$ cat config.mk
export PLATFORM = sky130hd
export DESIGN_NAME = demux_stream_router
export DESIGN_NICKNAME = d
export VERILOG_FILES = /design/src/rtl/demux_stream_router.sv
export SDC_FILE = /design/constraint.sdc
export NUM_CORES = 1
export LEC_CHECK = 0
export ABC_AREA = 1
export BUFFER_PORTS_ARGS = -buffer_cell sky130_fd_sc_hd__buf_4
export CAP_MARGIN = 15
export CORE_MARGIN = 2
export CORE_UTILIZATION = 35
export CTS_BUF_LIST = sky130_fd_sc_hd__clkbuf_4 sky130_fd_sc_hd__clkbuf_8 sky130_fd_sc_hd__clkbuf_16
export DETAILED_ROUTE_END_ITERATION = 10
export SETUP_SLACK_MARGIN = 0.5
export SLEW_MARGIN = 20
export SYNTH_ARGS = -nofsm -noshare
export SYNTH_HDL_FRONTEND = slang
export SYNTH_SLANG_ARGS = --single-unit
$ cat constraint.sdc
create_clock -name clk -period 1.8 [get_ports clk]
set_clock_uncertainty 0.2 [all_clocks]
set_input_delay 0.18 -clock clk [delete_from_list [all_inputs] [get_ports clk]]
set_output_delay 0.18 -clock clk [all_outputs]
set_load 0.01 [all_outputs]
$ cat src/rtl/demux_stream_router.sv
// Purpose: registered 1-to-N valid/ready stream demux; unicast to channel sel or broadcast to all.
// Latency: 1 cycle from accept to out_valid/out_data; acc_count updates on the same edge.
// Backpressure: in_ready combinational from per-channel free state; a stalled channel blocks only
//               unicasts to itself and all broadcasts.
// Ports:
//   clk, rst (sync active-high), en          - clock, reset, accept enable
//   in_valid/in_ready/in_data, sel, mode     - input stream; mode 0 = unicast to sel, 1 = broadcast
//   out_valid[N], out_ready[N], out_data     - per-channel output; channel k at out_data[k*WIDTH +: WIDTH]
//   acc_count                                - accepted input words, wraps modulo 2**CNT_W
module demux_stream_router #(
  parameter int WIDTH    = 8,
  parameter int SEL_BITS = 3,
  parameter int CNT_W    = 16,
  localparam int N       = 2**SEL_BITS
) (
  input  logic                 clk,
  input  logic                 rst,
  input  logic                 en,
  input  logic                 in_valid,
  input  logic [WIDTH-1:0]     in_data,
  input  logic [SEL_BITS-1:0]  sel,
  input  logic                 mode,
  output logic                 in_ready,
  output logic [N-1:0]         out_valid,
  output logic [N*WIDTH-1:0]   out_data,
  input  logic [N-1:0]         out_ready,
  output logic [CNT_W-1:0]     acc_count
);

  logic [N-1:0]     valid_q;
  logic [WIDTH-1:0] data_q [N];
  logic [CNT_W-1:0] cnt_q;

  logic [N-1:0] free;
  logic [N-1:0] tgt;
  logic         accept;

  // A channel can take a word if it is empty or its current word leaves this cycle.
  assign free = ~valid_q | out_ready;

  always_comb begin
    in_ready = 1'b0;
    if (!rst && en) begin
      in_ready = mode ? (&free) : free[sel];
    end
  end

  assign accept = in_valid && in_ready;

  always_comb begin
    tgt = '0;
    for (int k = 0; k < N; k++) begin
      tgt[k] = accept && (mode || (sel == SEL_BITS'(k)));
    end
  end

  always_ff @(posedge clk) begin
    if (rst) begin
      valid_q <= '0;
      cnt_q   <= '0;
      for (int k = 0; k < N; k++) begin
        data_q[k] <= '0;
      end
    end else begin
      for (int k = 0; k < N; k++) begin
        // Load takes priority over drain so back-to-back words are never dropped.
        if (tgt[k]) begin
          valid_q[k] <= 1'b1;
          data_q[k]  <= in_data;
        end else if (valid_q[k] && out_ready[k]) begin
          valid_q[k] <= 1'b0;
        end
      end
      // A broadcast is one accepted word, so it counts once.
      if (accept) begin
        cnt_q <= cnt_q + CNT_W'(1);
      end
    end
  end

  assign out_valid = valid_q;
  assign acc_count = cnt_q;

  for (genvar k = 0; k < N; k++) begin : g_out
    assign out_data[k*WIDTH +: WIDTH] = data_q[k];
  end

endmodule

# Yosys cells after proc, flatten, opt, wreduce, memory -nomap -nowiden
# Memory sizes are Yosys's and may differ from the RTL's.
# Cells that the tools add are included.
# word_totals
register_bits,24
mem_bits_rw,64
input_bits,24
out_inout_bits,89
n_memories,1
# classes
addsub,1
n_lt_le_gt_ge,1
eq_ne,7
n_mux,54
bitwise_logic,10
reduce_logical,37
# mem_list
name,depth,width,rd,rd_clocked_by_memory_dff,write_ports,line,rtl
data_q,8,8,8,0,8,31,logic [WIDTH-1:0] data_q [N];
# op_table
op,count
$mux W8,8
$mux W1,45
$logic_and A1 B1 Y1,18
$add A16 B1 Y16 const B,1
$reduce_bool A2 Y1,8
$eq A3 B3 Y1 const B,4
$logic_or A1 B1 Y1,8
$not A8 Y8,1
$or A1 B1 Y1,8
$or A8 B8 Y8,1
$reduce_and A8 Y1,1
$eq A3 B2 Y1 const B,2
$lt A3 B4 Y1 const B,1
$bmux W1 S3,1
$eq A3 B1 Y1 const B,1
$logic_not A3 Y1,1
$logic_not A1 Y1,1

# Depth between registers and ports, before layout
# logic_depth
word_depth,12
depth_mapped,11
ltp_nobuf,11

# Least setup slack after synthesis
# No wires, ideal clock.
# synth_path
path_type,flip-flop to flip-flop
start,"register valid_q[1], in the netlist out_valid[1]"
end,"memory data_q[1][2], in the netlist data_q[0][10] (enable)"
setup_ps,329
t_arrival_ps,1500
required_ps,1271
slack_ps,-229
path_stages_with_launch,10
synth_period_minus_slack_ps,2029
cell_sequence,dfxtp_1 > nand2_1 > nand2_1 > nor2_1 > nand2_1 > a21oi_4 > nand3_4 > inv_6 > nand2_4 > nand2_1
# synth_rtl
element,line,rtl
from (decl),30,logic [N-1:0] valid_q;
from (signal assigned),59,valid_q <= '0;
"from (signal, indexed assignment)",68,valid_q[k] <= 1'b1;
"from (signal, indexed assignment)",71,valid_q[k] <= 1'b0;
to (decl),31,

==> impl_metrics.csv <==
group,metric,value,unit
floorplan,core,10400,sq um
floorplan,io_pins,113,
sta,final_max_slew_viol_count,0,
logic_synthesis,synthesis.nets,406,
final_layout,nFillCells,911,
critical_path,worstSetupPathType,"reg -> reg",
sta,worst_slew_pin_slew,0.476,ns
final_layout,design_area,5850,sq um
global_route,grt_pass1_vias,3093,
job,cap_violations,0,
floorplan,die_w,108,microns
cts,cts_hold_buf,5,
critical_path,crit_fanout,8,
placement,dpl.hpwl,7340,microns
sta,relSlewSlack,67.9,%
routing,met1_length,4730,microns
power,power.total,4.21,mW
final_layout,fin_cells,687,
status,violations,"hold timing, setup timing",
routing,drt-total-wl,10800,microns
power,max-vdd-ir-drop,344,uV
placement,place_congestion,0.828,
power,p_per_area,720,nW/um^2
cts,clk_pin_slew,0.10,ns
final_layout,regArea,2440,sq um
cts,clock_path_buffers,2,
floorplan,dieArea,11600,sq um
final_layout,drive_above_1_share,44.5,%
logic_synthesis,ys_seq_area_share,63.9,%
global_route,grt_overflow,0,
critical_path,r2r-start,"out_valid[1]",
worst_hold_path,holdPathStages,4,
cts,cts_max_level,3,
routing,ant_nets,0,
worst_hold_path,min_to,"out_valid[4]",
critical_path,crit_required,1.67,ns
final_layout,multi_input_area,1410,sq um
routing,drtIter0Drc,200,
routing,viasPerCell,4.81,
sta,post-route-period-util,109,%
logic_synthesis,syn-cell-area,3760,sq um
routing,avgRoutedWirePerCell,15.8,microns
sta,fmax,511,MHz
final_layout,diodes,0,
critical_path,worst_r2r_endpoint,"data_q[0][17]",
logic_synthesis,synth.ff_latch_count,88,
sta,period_minus_slack,1.96,ns
critical_path,critPathCaptureType,"flip-flop",
global_route,grt_max_degree,26,
floorplan,start_util,36.3,%
sta,hold_ws,-0.137,ns
final_layout,mostFrequentLayoutCells,"buf_4, nor2_1, edfxtp_1",
routing,drc,0,
routing,via_count,3305,
critical_path,ff2ff_setup_slack,-0.16,ns
sta,rsz0062_at_grt,"true",
routing,routed.top_layer,"met4",
floorplan,num_rows,37,
routing,route.met2.wl,5180,microns
critical_path,cp-start-kind,"flip-flop",
sta,hold_violations,3,
power,p_leak,2.52,nW
cts,cts_tree,"built",
routing,wl_met3,702,microns
global_route,grt_pass1_wl,16000,microns
status,status,"finished, violations left",
sta,setup_viol,133,
logic_synthesis,yosysWarnings,0,
global_route,antenna_found_initial,0,
final_layout,area.growth.synth_to_final,55.6,%
cts,numCtsBuffers,9,
placement,port-buffer-count,112,
placement,dpl_cell_area,5060,sq um
sta,finalSetupTns,-15.26,ns
logic_synthesis,syn_area_per_cell,9.87,sq um
floorplan,die_h,108,microns
routing,dr.pass1.iters,4,
critical_path,critPathArrivalTime,1.83,ns
global_route,grt.total_usage,18.2,%
critical_path,reg2regPathDepth,10,
final_layout,final_common_cell,"buf_4",
logic_synthesis,syn_inst,381,
logic_synthesis,synth_cell_types,20,
worst_hold_path,hp-class,"in -> reg",
cts,clockRootBuffer,"clkbuf_8",
cts,clkLatencyLatePin,0.36,ns
final_layout,fin_nets,571,
cts,clock-sinks,88,
sta,layout_setup_ws,-0.158,ns
placement,placed_cells,654,
worst_hold_path,min_from,"out_ready[4]",
-- worst max path at each step --
stage	from	end	depth (start not counted)
2_1_floorplan	out_valid[1]	data_q[0][10]	9
3_3_place_gp	out_valid[3]	data_q[0][9]	9
3_5_place_dp	out_valid[3]	data_q[0][9]	9
4_1_cts	out_valid[4]	in_ready	11
5_1_grt	out_valid[1]	data_q[0][6]	11
6_report	out_valid[1]	data_q[0][17]	10
-- sequential cells by signal, indices dropped and copies added, names as in the netlist --
| register | count |
|---|---|
| acc_count | 16 |
| out_valid | 8 |
| data_q | 64 |
-- cells by family after synthesis --
group / Yosys count / share of synthesized area [%]
adders and majority gates: 1 / 0.333
xor gates and xnor gates: 11 / 2.56
and+or+nand+nor: 208 / 24.5
AOI/OAI and AO/OA: 26 / 3.76
DFF: 88 / 63.9
buffers and inverters: 47 / 5.02
-- layout make-up --
cell class,instances,share of cell area [%]
timing repair buffer,163,25.6
clock inverter,7,0.920
sequential,88,41.8
multi-input combinational,246,24.1
inverter,38,2.57
tap,136,2.91
clock buffer,9,2.12
-- metal layers --
metal | vias to the layer above | GRT usage [%]
met3 | 21 | 2.97
met1 | 1560 | 25.4
met4 | 0 | 6.50
li1 | 1594 | -
met5 | - | 0
met2 | 130 | 28.6
-- per-stage QoR --
stage               worst slack, ns  utilization, %
floorplan                    -0.102               -
global placement            -0.0360            48.8
detailed placement          -0.0538            48.8
CTS                          -0.119            53.7
global route                 -0.239            56.4
finish                       -0.158            56.4
-- repair_timing --
item	in CTS	in global routing
gates resized for setup	61	63
pin swaps	7	3
endpoints found under the setup margin	175	187
cloned	0	2
setup buffers	6	4
endpoints found under the hold margin	10	2
-- synthesized netlist by cell type --
cell,instances,area [sq um]
a21oi_1,16,80.1
a21oi_4,1,16.3
buf_2,3,15.0
buf_4,1,7.51
clkbuf_1,5,18.8
dfxtp_1,24,480
edfxtp_1,64,1920
ha_1,1,12.5
inv_1,36,135
inv_2,1,3.75
inv_6,1,8.76
nand2_1,79,297
nand2_4,6,67.6
nand3_1,13,65.1
nand3_4,2,35.0
nand4_1,20,125
nor2_1,88,330
o21ai_0,9,45.0
xnor2_1,2,17.5
xor2_1,9,78.8
-- power by group --
part           internal [mW]  total, mW  switching [mW]
clock network          0.511       1.28           0.764
logic                  0.296      0.623           0.327
registers               2.26       2.31          0.0477
total                   3.07       4.21            1.14
-- critical path, stage by stage (launching register included) --
cell	delay [ns]
dfxtp_2	0.34
nand2_2	0.07
nand2_1	0.06
nor2_1	0.12
nand2_1	0.10
a21oi_4	0.18
buf_6	0.14
nand3_4	0.11
inv_8	0.13
nand2_4	0.09
nand2_8	0.12
Note: power is estimated with default switching activity, not from simulation.
